===== src/rtl/cpu_controller.sv =====
// Eight-phase instruction sequencer for the 8-bit minifloat CPU. It decodes the IR opcode into memory, PC, IR, accumulator and bus controls.
// Optional build macro CPU_CTRL_STEP_EN adds a `step` input that resumes the sequencer from HALTED.
module cpu_controller #(
  parameter int unsigned MEM_WAIT = 0
) (
  input  logic       clk,
  input  logic       rst_n,
`ifdef CPU_CTRL_STEP_EN
  input  logic       step,
`endif
  input  logic [2:0] opcode,
  input  logic       zero,
  output logic       sel,
  output logic       rd,
  output logic       ld_ir,
  output logic       inc_pc,
  output logic       halt,
  output logic       ld_pc,
  output logic       data_e,
  output logic       ld_ac,
  output logic       wr
);

  typedef enum logic [3:0] {
    INST_ADDR  = 4'd0,
    INST_FETCH = 4'd1,
    INST_LOAD  = 4'd2,
    IDLE       = 4'd3,
    OP_ADDR    = 4'd4,
    OP_FETCH   = 4'd5,
    ALU_OP     = 4'd6,
    STORE      = 4'd7,
    HALTED     = 4'd8
  } state_e;

  typedef enum logic [2:0] {
    OP_HLT = 3'b000, OP_SKZ = 3'b001, OP_ADD = 3'b010, OP_AND = 3'b011,
    OP_XOR = 3'b100, OP_LDA = 3'b101, OP_STO = 3'b110, OP_JMP = 3'b111
  } opcode_e;

  localparam logic [2:0] MEM_WAIT_C = 3'(MEM_WAIT);

  state_e     state_q, state_d;
  logic [2:0] wait_q, wait_d;
  logic       run_q;
  logic       resume;

  logic is_hlt, is_skz, is_sto, is_jmp, is_alu;
  assign is_hlt = (opcode == OP_HLT);
  assign is_skz = (opcode == OP_SKZ);
  assign is_sto = (opcode == OP_STO);
  assign is_jmp = (opcode == OP_JMP);
  assign is_alu = (opcode == OP_ADD) || (opcode == OP_AND) ||
                  (opcode == OP_XOR) || (opcode == OP_LDA);

`ifdef CPU_CTRL_STEP_EN
  logic step_q;

  // Only a rising edge resumes, so holding step high gives exactly one resume.
  assign resume = step & ~step_q;

  always_ff @(posedge clk or negedge rst_n) begin
    if (!rst_n) step_q <= 1'b0;
    else        step_q <= step;
  end
`else
  assign resume = 1'b0;
`endif

  // NOTE: sequential state uses non-blocking assignments so every register samples pre-edge values.
  always_ff @(posedge clk or negedge rst_n) begin
    if (!rst_n) begin
      state_q <= INST_ADDR;
      wait_q  <= '0;
      run_q   <= 1'b0;
    end else begin
      state_q <= state_d;
      wait_q  <= wait_d;
      run_q   <= 1'b1;
    end
  end

  // NOTE: every always_comb output gets a default first, so no path can infer a latch.
  always_comb begin
    state_d = state_q;
    wait_d  = wait_q;
    if (run_q) begin
      unique case (state_q)
        INST_ADDR: state_d = INST_FETCH;
        INST_FETCH, OP_FETCH: begin
          if (wait_q == MEM_WAIT_C) begin
            wait_d  = '0;
            state_d = (state_q == INST_FETCH) ? INST_LOAD : ALU_OP;
          end else begin
            wait_d  = wait_q + 3'd1;
          end
        end
        INST_LOAD: state_d = IDLE;
        IDLE:      state_d = OP_ADDR;
        OP_ADDR:   state_d = is_hlt ? HALTED : OP_FETCH;
        ALU_OP:    state_d = STORE;
        STORE:     state_d = INST_ADDR;
        HALTED:    state_d = resume ? OP_FETCH : HALTED;
        default:   state_d = INST_ADDR;
      endcase
    end
  end

  // The run_q gate holds every output low for the first cycle after reset is released.
  always_comb begin
    sel    = 1'b0;
    rd     = 1'b0;
    ld_ir  = 1'b0;
    inc_pc = 1'b0;
    halt   = 1'b0;
    ld_pc  = 1'b0;
    data_e = 1'b0;
    ld_ac  = 1'b0;
    wr     = 1'b0;
    if (run_q) begin
      unique case (state_q)
        INST_ADDR:  sel = 1'b1;
        INST_FETCH: begin
          sel = 1'b1;
          rd  = 1'b1;
        end
        INST_LOAD, IDLE: begin
          sel   = 1'b1;
          rd    = 1'b1;
          ld_ir = 1'b1;
        end
        OP_ADDR: begin
          inc_pc = 1'b1;
          halt   = is_hlt;
        end
        OP_FETCH: rd = is_alu;
        ALU_OP: begin
          rd     = is_alu;
          inc_pc = is_skz & zero;
          ld_pc  = is_jmp;
          data_e = is_sto;
        end
        STORE: begin
          rd     = is_alu;
          ld_ac  = is_alu;
          inc_pc = is_jmp;
          ld_pc  = is_jmp;
          wr     = is_sto;
          data_e = is_sto;
        end
        HALTED:  halt = 1'b1;
        default: ;
      endcase
    end
  end

endmodule


===== config.mk =====
export PLATFORM = sky130hd
export DESIGN_NAME = cpu_controller
export DESIGN_NICKNAME = d
export VERILOG_FILES = /design/src/rtl/cpu_controller.sv
export SDC_FILE = /design/constraint.sdc
export NUM_CORES = 1
export LEC_CHECK = 0
export CAP_MARGIN = 0
export CORE_AREA = 2 2 40 42
export CTS_BUF_LIST = sky130_fd_sc_hd__clkbuf_4 sky130_fd_sc_hd__clkbuf_8
export DETAILED_ROUTE_END_ITERATION = 6
export DIE_AREA = 0 0 42 44
export HOLD_SLACK_MARGIN = 0.02
export PLACE_DENSITY = 0.72
export SLEW_MARGIN = 10
export SYNTH_ARGS = -nofsm -noshare
export SYNTH_HDL_FRONTEND = slang
export SYNTH_SLANG_ARGS = --single-unit

===== constraint.sdc =====
create_clock -name clk -period 1.35 [get_ports clk]
set_input_delay 0.27 -clock clk [delete_from_list [all_inputs] [get_ports clk]]
set_output_delay 0.27 -clock clk [all_outputs]
set_load 0.05 [all_outputs]

Word-level counts from Yosys, hierarchy flattened. Cells that the tools add are included.

Bits in registers: 8. Input bits: 6. Output and inout port bits: 9. Logic and storage cells: 58.

Add/sub/neg operators: 1. Equal/unequal tests: 16. Multiplexer cells: 23. Bitwise gates (word level): 1. Reductions and logical operators: 14.

Operator list (number): one-hot mux 4 bit (7 select lines) (1); equality test 4 x 3 -> 1 bit, second input constant (4); two-way mux 1 bit (15); equality test 3 bit, second input constant (4); equality test 4 x 2 -> 1 bit, second input constant (2); two-way mux 4 bit (2); equality test 3 x 2 -> 1 bit, second input constant (2); logical NOT 3 bit (2); two-way mux 3 bit (2); OR reduction 2 bit (3); OR reduction 3 bit (2); equality test 4 x 1 -> 1 bit, second input constant (1); equality test 4 bit, second input constant (1); logical NOT 4 bit (1); one-hot mux 1 bit (2 select lines) (2); AND reduction 2 bit (2); OR reduction 4 bit (1); adder 3 x 1 -> 3 bit, second input constant (1); equality test 3 x 1 -> 1 bit, second input constant (1); logical OR 1 bit (3); one-hot mux 1 bit (3 select lines) (1); != test 2 bit, second input constant (1); bitwise AND 1 bit (1).

Depth between registers and ports, before layout.
Word-level depth: 6. Depth in mapped cells: 5.

Worst setup path before layout. No wires, ideal clock.

Path type: reg2out. Start: reg state_q[1]. End: out halt. Arrival: 2053 ps. Required time: 1080 ps. Slack: -973 ps. Stages on the path, launching flop included: 5. Cells stage by stage: dfrtp_1 > buf_2 > nor3b_1 > a31oi_1 > nor3b_1.

Word-level cells in the longest chain between the ends: 3.

RTL lines: start: declaration (RTL line 43) `state_e state_q, state_d;`; start signal: assignment (RTL line 77) `state_q <= state_d;`; equality test 4 bit / equality test 4 x 3 -> 1 bit (equally long branches) (RTL line 121) `unique case (state_q)`; one-hot mux 1 bit (2 select lines) (*) (RTL line 121); two-way mux 1 bit (*) (RTL line 120) `if (run_q) begin`; end: declaration (RTL line 17) `output logic halt,`.

Every way passes the cells marked *; elsewhere a longest branch is shown, timed or not.

Worst setup path in the final report. Ends and elaborated chain as after synthesis.

==> impl_metrics.toml <==
[cts]
clkLatencyLatePin_ns = 0.26
cts-hold-fix-buffers = 0
cts_tree = "yes"
cts_num_sinks = 8
clockBufferDepth = 2
cts_max_level = 1
clkTransAtPathRegs_ns = 0.06
cts-buffers-inserted = 3
cts_root_buf = "clkbuf_4"

[finish]
antennaDiodeCount = 0
drive_above_1_share = 0.644
layout_common_cells = "buf_4, buf_12, dfrtp_1"
final_area_um2 = 1220
syn_to_final_growth_pct = 110
final_common_cell = "buf_4"
nNetsFinal = 114

[timing]
rsz0062_at_grt = "yes"
fmax_mhz = 553
skew_ns = 0.00148
final-max-slew-violation-count = 0
setup_ws_ns = -0.459
finalHoldViolCount = 0
period_share = 1.34
setup_viol = 15
fin_crit_ns = 1.81
fin_setup_tns_ns = -3.57

[job]
timing.max_cap.violations = 0

[drt]
drt_iter0_drc = 14
first_pass_iters = 3
wl_per_cell_um = 15.2
ant_nets = 0
drcViolationCount = 0
viasPerCell = 5.23
vias = 628
totalWireLength_um = 1820

[logic_synthesis]
synth_top_area_frac = 0.343
yosys_warnings = 0
synth_ff_type = "dfrtp_1"
synthCells = 63
syn_nets = 71
ys_seq_area_frac = 0.343
synth_top_area_cell = "dfrtp_1"
synth-async-reset-ratio = 1.00
synth_edf_count = 0
syn-mean-instance-area_um2 = 9.25
synth_area_um2 = 583
yosysUniqueCellTypes = 36
ys_ff_latch = 8
yosys-top-cells-area = "dfrtp_1, nor2_1, ha_1, nor3b_1, nor4_4"

[floorplanning]
fp.dieH_um = 44
std_cell_rows = 14
start_util = 0.411
die_area_um2 = 1850
ioPinCount = 15
die_x_um = 42
core_area_um2 = 1420

[setup_path]
max_stage_delay_ns = 0.44
path_buf_inv = 2
critPathMostFrequentCell = "nor3b_4"
cp_max_fo = 4
path_cells = "buf_6 > nor3b_4 > a31oi_2 > nor3b_4 > buf_12"
worstPathRequired_ns = 1.08
startpoint_type = "flop"
critPathKind = "reg2out"
critical_path_arrival_ns = 1.54
crit_cells = 5
crit_family = "simple AND/OR/NAND/NOR gates"
reg2regPathDepth = 5
cp_slowest_cell = "dfrtp_2"
end_kind = "output pin"

[power_and_ir_drop]
pwr_density_cell_nw_per_um2 = 1480
power.total_mw = 1.82
p_leak_nw = 0.550
peakVddDrop_uv = 1030

[place]
port_buffers = 14
gp_congestion = 0.839
hpwl_um = 1250
place_area_um2 = 1060

[global_route]
grt_pass1_vias = 645
grt_use_met2 = 0.338
track_usage = 0.210
grt_max_degree = 11
top_usage_layer = "met2"
gr-total-overflow = 0
grtUsageMet1 = 0.292
grt_pass1_wl_um = 2920
antenna_found_initial = 0
grtUsageMet3 = 0.0125

[hold_path]
hp-class = "in2async"

[run_status]
status = "complete, but fails checks"
violations = "negative setup slack"
==> power breakdown <==
| part | switching (mW) | internal (mW) | total, mW |
|---|---|---|---|
| Combinational | 0.586 | 0.628 | 1.21 |
| Sequential | 0.114 | 0.298 | 0.412 |
| Clock | 0.0889 | 0.102 | 0.191 |
==> final cells by class <==
cell class | instances | area, µm²
clock buffer | 3 | 22.5
tap | 16 | 20.0
fill | 71 | 195
multi-input combinational | 46 | 508
sequential | 8 | 203
timing repair buffer | 41 | 448
inverter | 6 | 22.5
==> worst reg2reg max path, delay by kind of cell, from the launching register on <==
family | cells | cell delay (ns)
buffers and inverters | 2 | 0.29
flip-flops | 1 | 0.44
multiplexers | 1 | 0.30
AND/OR/NAND/NOR | 2 | 0.41
==> repair_timing <==
action,4_1_cts,5_1_grt
pin swaps,9,9
setup buffers,4,3
gates cloned,0,0
gates resized for setup,16,10
endpoints found under the setup margin,14,15
==> flip-flops by register name, summed over array words and instances (netlist names) <==
| signal | flops |
|---|---|
| run_q | 1 |
| wait_q | 3 |
| state_q | 4 |
==> final timing paths <==
path,endpoint,from,slack [ns]
min in group clk,wait_q[2],wait_q[2],0.61
worst min-delay path,wait_q[0],rst_n,0.29
worst max-delay path,halt,state_q[1],-0.46
worst max register to register,wait_q[2],state_q[1],-0.20
max in group asynchronous,state_q[1],rst_n,0.77
worst min register to register,wait_q[2],wait_q[2],0.61
==> cell usage after synthesis, drive strengths merged, types with 2 or more instances <==
master and number:
inv 6, nor2 7, o21ai 2, nand3 2, mux2 2, buf 2, o41ai 2, a21oi 2
and2 2, dfrtp 8, nor3b 3, ha 2, nand2 3
==> layer usage <==
metal	vias to the layer above	part of all wire
met4	0	0.020
met2	9	0.50
li1	312	-
met5	-	0
met1	303	0.46
met3	4	0.022
==> cell families (layout without fill, tap and decap cells) <==
group / after synthesis / count (layout) / synth area share
AOI/OAI and AO/OA: 13 / 13 / 0.170
xor gates and xnor gates: 1 / 1 / 0.0150
adders and majority gates: 2 / 2 / 0.0429
buffers and inverters: 9 / 50 / 0.0622
DFF: 8 / 8 / 0.343
muxes: 3 / 3 / 0.0622
other: 1 / 1 / 0.00643
and+or+nand+nor: 26 / 26 / 0.298
==> per-stage QoR <==
step	setup WS, ns	hold slack (ns)	instances	utilization
2_1_floorplan	-0.268	-0.0256	63	-
3_3_place_gp	-0.567	0.517	110	0.744
3_5_place_dp	-0.603	0.524	110	0.744
4_1_cts	-0.487	0.303	117	0.818
5_1_grt	-0.506	0.316	120	0.862
6_report	-0.459	0.290	120	0.862
(Power assumes the default switching activity.)
